==> config.mk <==
export PLATFORM = sky130hd
export DESIGN_NAME = memory_sdp_be
export DESIGN_NICKNAME = d
export VERILOG_FILES = /design/src/rtl/memory_sdp_be.sv
export SDC_FILE = /design/constraint.sdc
export NUM_CORES = 2
export LEC_CHECK = 0
export ABC_AREA = 1
export CORE_MARGIN = 2
export CORE_UTILIZATION = 45
export DETAILED_ROUTE_END_ITERATION = 7
export SETUP_SLACK_MARGIN = 0.02
export SKIP_LAST_GASP = 1
export SLEW_MARGIN = 40
export SYNTH_ARGS = -nofsm -noshare
export SYNTH_HDL_FRONTEND = slang
export SYNTH_SLANG_ARGS = --single-unit
==> constraint.sdc <==
create_clock -name clk_i -period 9.6 [get_ports clk_i]
set_clock_uncertainty 0.2 [all_clocks]
set_input_delay 2.88 -clock clk_i [delete_from_list [all_inputs] [get_ports clk_i]]
set_output_delay 2.88 -clock clk_i [all_outputs]
set_load 0.01 [all_outputs]
==> src/rtl/memory_sdp_be.sv <==
// Simple dual-port SRAM with per-byte write enables, 1-cycle registered read and a
// sequential zeroing sweep after reset. Optional per-byte parity: define MEM_PARITY_EN.
module memory_sdp_be #(
  parameter int unsigned WIDTH      = 64,
  parameter int unsigned DEPTH      = 64,
  parameter int unsigned ADDR_WIDTH = 6
) (
  input  logic                  clk_i,
  input  logic                  rst_i,
  output logic                  init_busy_o,
  input  logic                  wr_en_i,
  input  logic [ADDR_WIDTH-1:0] wr_addr_i,
  input  logic [WIDTH-1:0]      wr_data_i,
  input  logic [WIDTH/8-1:0]    wr_be_i,
  input  logic                  par_inj_i,
  input  logic                  rd_en_i,
  input  logic [ADDR_WIDTH-1:0] rd_addr_i,
  output logic [WIDTH-1:0]      rd_data_o,
  output logic                  rd_valid_o,
  output logic                  perr_o
);

  localparam int unsigned BE_W = WIDTH / 8;

  typedef enum logic {
    ST_INIT,
    ST_READY
  } state_e;

  state_e                  state_q;
  logic [ADDR_WIDTH-1:0]   init_cnt_q;
  logic                    init_busy_q;
  logic                    rd_valid_q;
  logic [WIDTH-1:0]        rd_data_q;
  logic [WIDTH-1:0]        mem [DEPTH];

  logic                    wr_ok;
  logic                    rd_ok;
  logic                    init_last;

  assign wr_ok     = 32'(wr_addr_i) < DEPTH;
  assign rd_ok     = 32'(rd_addr_i) < DEPTH;
  assign init_last = 32'(init_cnt_q) == (DEPTH - 1);

`ifdef MEM_PARITY_EN
  logic [BE_W-1:0]  par_mem [DEPTH];
  logic [WIDTH-1:0] rd_word_c;
  logic [BE_W-1:0]  rd_calc_par_c;
  logic             rd_mismatch_c;
  logic             perr_q;

  // Recompute even parity of the addressed word and compare against the stored bits.
  always_comb begin
    rd_word_c     = mem[rd_addr_i];
    rd_calc_par_c = '0;
    for (int b = 0; b < int'(BE_W); b++) begin
      rd_calc_par_c[b] = ^rd_word_c[8*b +: 8];
    end
    rd_mismatch_c = |(rd_calc_par_c ^ par_mem[rd_addr_i]);
  end

  always_ff @(posedge clk_i) begin
    if (rst_i) begin
      perr_q <= 1'b0;
    end else if (state_q == ST_READY && rd_en_i) begin
      perr_q <= rd_ok && rd_mismatch_c;
    end else begin
      perr_q <= 1'b0;
    end
  end

  assign perr_o = perr_q;
`else
  logic unused_par_inj;
  assign unused_par_inj = par_inj_i;
  assign perr_o         = 1'b0;
`endif

  // Control FSM: zeroing sweep, then serve reads at one per cycle.
  always_ff @(posedge clk_i) begin
    if (rst_i) begin
      state_q     <= ST_INIT;
      init_cnt_q  <= '0;
      init_busy_q <= 1'b1;
      rd_valid_q  <= 1'b0;
      rd_data_q   <= '0;
    end else begin
      rd_valid_q <= 1'b0;
      case (state_q)
        ST_INIT: begin
          init_cnt_q <= init_cnt_q + ADDR_WIDTH'(1);
          if (init_last) begin
            state_q     <= ST_READY;
            init_busy_q <= 1'b0;
          end
        end
        ST_READY: begin
          if (rd_en_i) begin
            rd_valid_q <= 1'b1;
            rd_data_q  <= rd_ok ? mem[rd_addr_i] : '0;
          end
        end
        default: state_q <= ST_INIT;
      endcase
    end
  end

  // Storage array; read-first falls out of the non-blocking update.
  always_ff @(posedge clk_i) begin
    if (!rst_i) begin
      if (state_q == ST_INIT) begin
        mem[init_cnt_q] <= '0;
`ifdef MEM_PARITY_EN
        par_mem[init_cnt_q] <= '0;
`endif
      end else if (wr_en_i && wr_ok) begin
        for (int b = 0; b < int'(BE_W); b++) begin
          if (wr_be_i[b]) begin
            mem[wr_addr_i][8*b +: 8] <= wr_data_i[8*b +: 8];
`ifdef MEM_PARITY_EN
            par_mem[wr_addr_i][b] <= (^wr_data_i[8*b +: 8]) ^ par_inj_i;
`endif
          end
        end
      end
    end
  end

  assign init_busy_o = init_busy_q;
  assign rd_valid_o  = rd_valid_q;
  assign rd_data_o   = rd_data_q;

endmodule
---- Yosys cells after proc, flatten, opt, wreduce, memory -nomap -nowiden ----
Memory sizes are Yosys's and may differ from the RTL's. A register that Yosys moved wholly into a read port is not among the register bits.
Index checks and enable logic that the tools add are counted.
operators by class
  bitwise gates (word level) .............. 1
  mux-type cells .......................... 49
  reduce and logical (&&, ||, !) cells .... 4
  add/sub/neg operators ................... 1
  eq/ne operators ......................... 1
operators by type and width
  cell                                                            count
  64-bit 2-to-1 mux                                               1
  64-bit OR reduction                                             1
  1-bit 2-to-1 mux                                                46
  8-bit 2-to-1 mux                                                1
  6-bit by 1-bit adder with 6-bit output (second input constant)  1
  6-bit == test (second input constant)                           1
  6-bit 2-to-1 mux                                                1
  2-bit AND reduction                                             2
  2-bit OR reduction                                              1
  1-bit NOT                                                       1
storage, ports and cells
  memories kept ........................... 1
  output and inout bits ................... 67
  bits in registers ....................... 9
  input port bits ......................... 89
  RAM bits ................................ 4096
  word-level logic and storage cells ...... 61
memories
  name  depth  bits a word  read ports  clocked after memory_dff  wr ports  line  text
  mem   64     64           1           1                         1         35    logic [WIDTH-1:0] mem [DEPTH];

---- Depth between registers and ports, before layout ----
  depth in word-level cells ............... 7
  depth in mapped cells ................... 15
  mapped depth without buffers ............ 12

---- Worst setup path after synthesis ----
No wires, ideal clock.
  kind .................................... in2reg
  start point ............................. input rst_i
  end point ............................... memory mem[0][13], data pin
  arrival ................................. 5.517 ns
  slack ................................... 3.384 ns
  cell stages on the path ................. 10
  cell sequence ........................... buf_2 -> nor2_8 -> nand2_2 -> a21oi_4 -> nor2_8 -> nand2_8 -> buf_6 -> inv_2 -> buf_1 -> nor2_1
on the way
  longest elaborated chain between the ends .. 4
  elaborated cells between the ends (all ways) .. 18
  those cells by class .................... mux: 17; reduce/logical: 1
RTL lines
  item                                      line  text
  from (decl)                               9     input logic rst_i,
  1-bit 2-to-1 mux                          110   if (!rst_i) begin
  1-bit 2-to-1 mux (not written as such)    119   mem[wr_addr_i][8*b +: 8] <= wr_data_i[8*b +: 8];
  64-bit OR reduction (no source line) (*)  -
  64-bit 2-to-1 mux (no source line) (*)    -
  to (decl)                                 35
Mark *: on every way between the ends. The rest lies on a longest branch, timed or not.

---- Final worst setup path ----
  start point ............................. input wr_be_i[5]
  end point ............................... memory mem[41][49], enable pin
on the way
  longest elaborated chain between the ends .. 7
  elaborated cells between the ends (all ways) .. 8
  those cells by class .................... mux: 7; reduce/logical: 1
RTL lines
  item                                                                          line  text
  from (decl)                                                                   14    input logic [WIDTH/8-1:0] wr_be_i,
  1-bit 2-to-1 mux (*)                                                          118   if (wr_be_i[b]) begin
  1-bit 2-to-1 mux (*)                                                          116   end else if (wr_en_i && wr_ok) begin
  1-bit 2-to-1 mux (*)                                                          111   if (state_q == ST_INIT) begin
  1-bit 2-to-1 mux (*)                                                          110
  1-bit 2-to-1 mux (not written as such) (*)                                    119
  64-bit OR reduction (no source line) (*)                                      -
  6-bit 2-to-1 mux (no source line) / 8-bit 2-to-1 mux (equally long branches)  -
Marked as above.

==> results.sh <==
export IMPL_synthDistinctLibCells=31
export IMPL_area_delta_synth_final_pct=12.0
export IMPL_cp_slowest_stage_delay_ns=0.69
export IMPL_cts_made_buffers=404
export IMPL_synth_area_um2=169000
export IMPL_async_flop_share=0
export IMPL_syn_nets=14600
export IMPL_synth_top_area_share=0.729
export IMPL_crit_family="simple AND/OR/NAND/NOR gates"
export IMPL_syn_avg_cell_area_um2=11.7
export IMPL_ys_flop_type="edfxtp_1"
export IMPL_cts_resized=0
export IMPL_core_area_um2=373000
export IMPL_postRouteAntennaNets=0
export IMPL_dr_first_iter_drc_count=12600
export IMPL_crit_path_top_delay_cell="nor2_1"
export IMPL_crit_reg2reg_launch="state_q$_SDFF_PP0_"
export IMPL_fin_setup_tns_ns=0
export IMPL_path_cells="clkdlybuf4s50_1 > o211a_2 > nor2_8 > nand2_8 > nand2_1 > o21ai_2 > nor2_8 > nand2_2 > buf_4 > nor2_1"
export IMPL_holdBufCountCts=0
export IMPL_leakagePower_nw=68.7
export IMPL_crit_type="primary input to register"
export IMPL_die_w_um=616
export IMPL_hold_path_class="register to register"
export IMPL_yosys_warnings=0
export IMPL_hp_start="init_cnt_q[5]$_SDFFE_PP0N_"
export IMPL_io_buffers=153
export IMPL_cts_tree="yes"
export IMPL_nFillCells=32200
export IMPL_cp_arrival_ns=6.29
export IMPL_crit_top_cell="nor2_8"
export IMPL_final_seq_area_um2=124000
export IMPL_synth_edff_count=4096
export IMPL_htreeDepth=5
export IMPL_vias_per_cell=5.59
export IMPL_grt_pass1_wl_um=711000
export IMPL_grt_pass1_vias=103000
export IMPL_hold_viol_final=0
export IMPL_vdd_drop_max_uv=146
export IMPL_final_max_slew_viol_count=0
export IMPL_final_cell_mix="4440 x nand2_1, 4096 x edfxtp_1, 3912 x nand3_1"
export IMPL_start_util=0.453
export IMPL_end_kind="register"
export IMPL_postSynthCellCount=14500
export IMPL_drt_wl_total_um=497000
export IMPL_grt_max_degree=187
export IMPL_cts_sinks=4169
export IMPL_gr_usage_all_layers=0.256
export IMPL_die_y_um=616
export IMPL_rows=224
export IMPL_final_cell_area_um2=189000
export IMPL_place_area_um2=176000
export IMPL_drc=0
export IMPL_worstMarginPinSlew_ns=0.961
export IMPL_layout_commonest_cell="nand2_1"
export IMPL_path_buf_inv=2
export IMPL_antenna_found_initial=30
export IMPL_vias=110000
export IMPL_drive_gt1_frac=0.0687
export IMPL_cts_max_path_buffers=4
export IMPL_fmax_ghz=0.169
export IMPL_yosysSeqAreaShare=0.737
export IMPL_root_buffer="clkbuf_16"
export IMPL_power_density_nw_per_um2=197
export IMPL_final_setup_viol_count=0
export IMPL_relSlewSlack=0.359
export IMPL_dp_hpwl_um=270000
export IMPL_clk_pin_slew_ns=0.06
export IMPL_place_congestion=0.847
export IMPL_period_needed_ns=5.92
export IMPL_finalCritPeriodShare=0.617
export IMPL_grt_overflow=0
export IMPL_synthTopCellsByArea="edfxtp_1 73%, nand3_1 12%, nand2_1 9.9%"
export IMPL_dr_pass1_iters=6
export IMPL_yosysTopAreaCell="edfxtp_1"
export IMPL_post_cts_setup_buffer_count=0
export IMPL_critPathMaxFanout=17
export IMPL_start_kind="primary input"
export IMPL_fin_nets=14400
export IMPL_required_ns=9.97
export IMPL_top_level_ports=156
export IMPL_grt_setup_unrepaired="false"
export IMPL_die_area_um2=380000
export IMPL_clock_latency_ns=0.97
export IMPL_cap_violations=0
export IMPL_multiInputGateArea_um2=41000
export IMPL_worstSetupStartpoint="wr_be_i[5]"
export IMPL_ys_seq_elements=4169
export IMPL_wire_per_inst_um=25.3
export IMPL_status="finished, final reports clean"
-- final cells by class --
cell class	count	share of cell area
multi-input cells	9188	0.217
clock buffers	514	0.0572
clock inverters	235	0.0105
flip-flops and latches	4169	0.658
inverters	153	0.00340
well taps	4972	0.0329
diodes	32	0.000424
repair buffers	345	0.0206
-- tightest hold or removal path, cell delays in order, from the launching register on --
cell and delay (ns):
dfxtp_1 0.32, inv_1 0.08, a21oi_1 0.07
-- cells in the mapped netlist (4+ instances only) --
cell type and number:
nand2_1 4440, inv_1 146, edfxtp_1 4096, nor2_8 13, nor2_4 6, buf_1 174, o21ai_2 4, nand2_2 44
clkbuf_1 779, inv_2 6, nor2_1 708, nor3_1 5, nand3_1 3912, dfxtp_1 73, buf_2 16, nand2_4 30
a21oi_1 12
-- kinds of logic after synthesis --
kind of cell / Yosys count / share of synthesized area
compound gates: 25 / 0.00102
fa+ha+maj: 1 / 0.0000741
buf+inv: 1125 / 0.0252
flops: 4169 / 0.737
other cells: 1 / 0.0000222
simple gates: 9161 / 0.236
-- power breakdown --
part	switching (mW)	total, mW	internal [mW]
clock network	6.81	15.6	8.77
registers	0.0120	19.7	19.7
logic	1.38	1.86	0.488
total	8.20	37.2	29.0
-- per-layer routing --
metal	GRT usage	share of wire	vias to the layer above
met3	0.0413	0.081	831
met1	0.348	0.40	53500
met2	0.400	0.46	4646
met4	0.129	0.054	2
li1	-	-	50600
met5	0	0.000038	-
-- flip-flops by register name, indices dropped and copies added (netlist names) --
register     count
mem           4096
rd_data_o       64
init_cnt_q       6
init_busy_o      1
rd_valid_o       1
state_q          1
-- metrics by stage --
step	std cells	power, mW	util	hold WS, ns	worst slack [ns]
2_1_floorplan	14500	21.3	-	0.272	3.38
3_3_place_gp	18800	21.9	0.470	0.310	2.46
3_5_place_dp	18800	22.0	0.472	0.314	2.68
4_1_cts	19600	37.3	0.506	0.322	3.69
5_1_grt	19600	38.1	0.507	0.362	3.62
6_report	19600	37.2	0.507	0.319	3.68
-- final timing paths --
check,slack [ns],endpoint,depth (start not counted)
setup / recovery,3.68,mem[41][49]$_DFFE_PP_,10
hold / removal,0.32,init_cnt_q[5]$_SDFFE_PP0N_,2
setup reg to reg,5.42,mem[41][49]$_DFFE_PP_,13
hold reg to reg,0.32,init_cnt_q[5]$_SDFFE_PP0N_,2
Power figures use the tool's default switching activity.
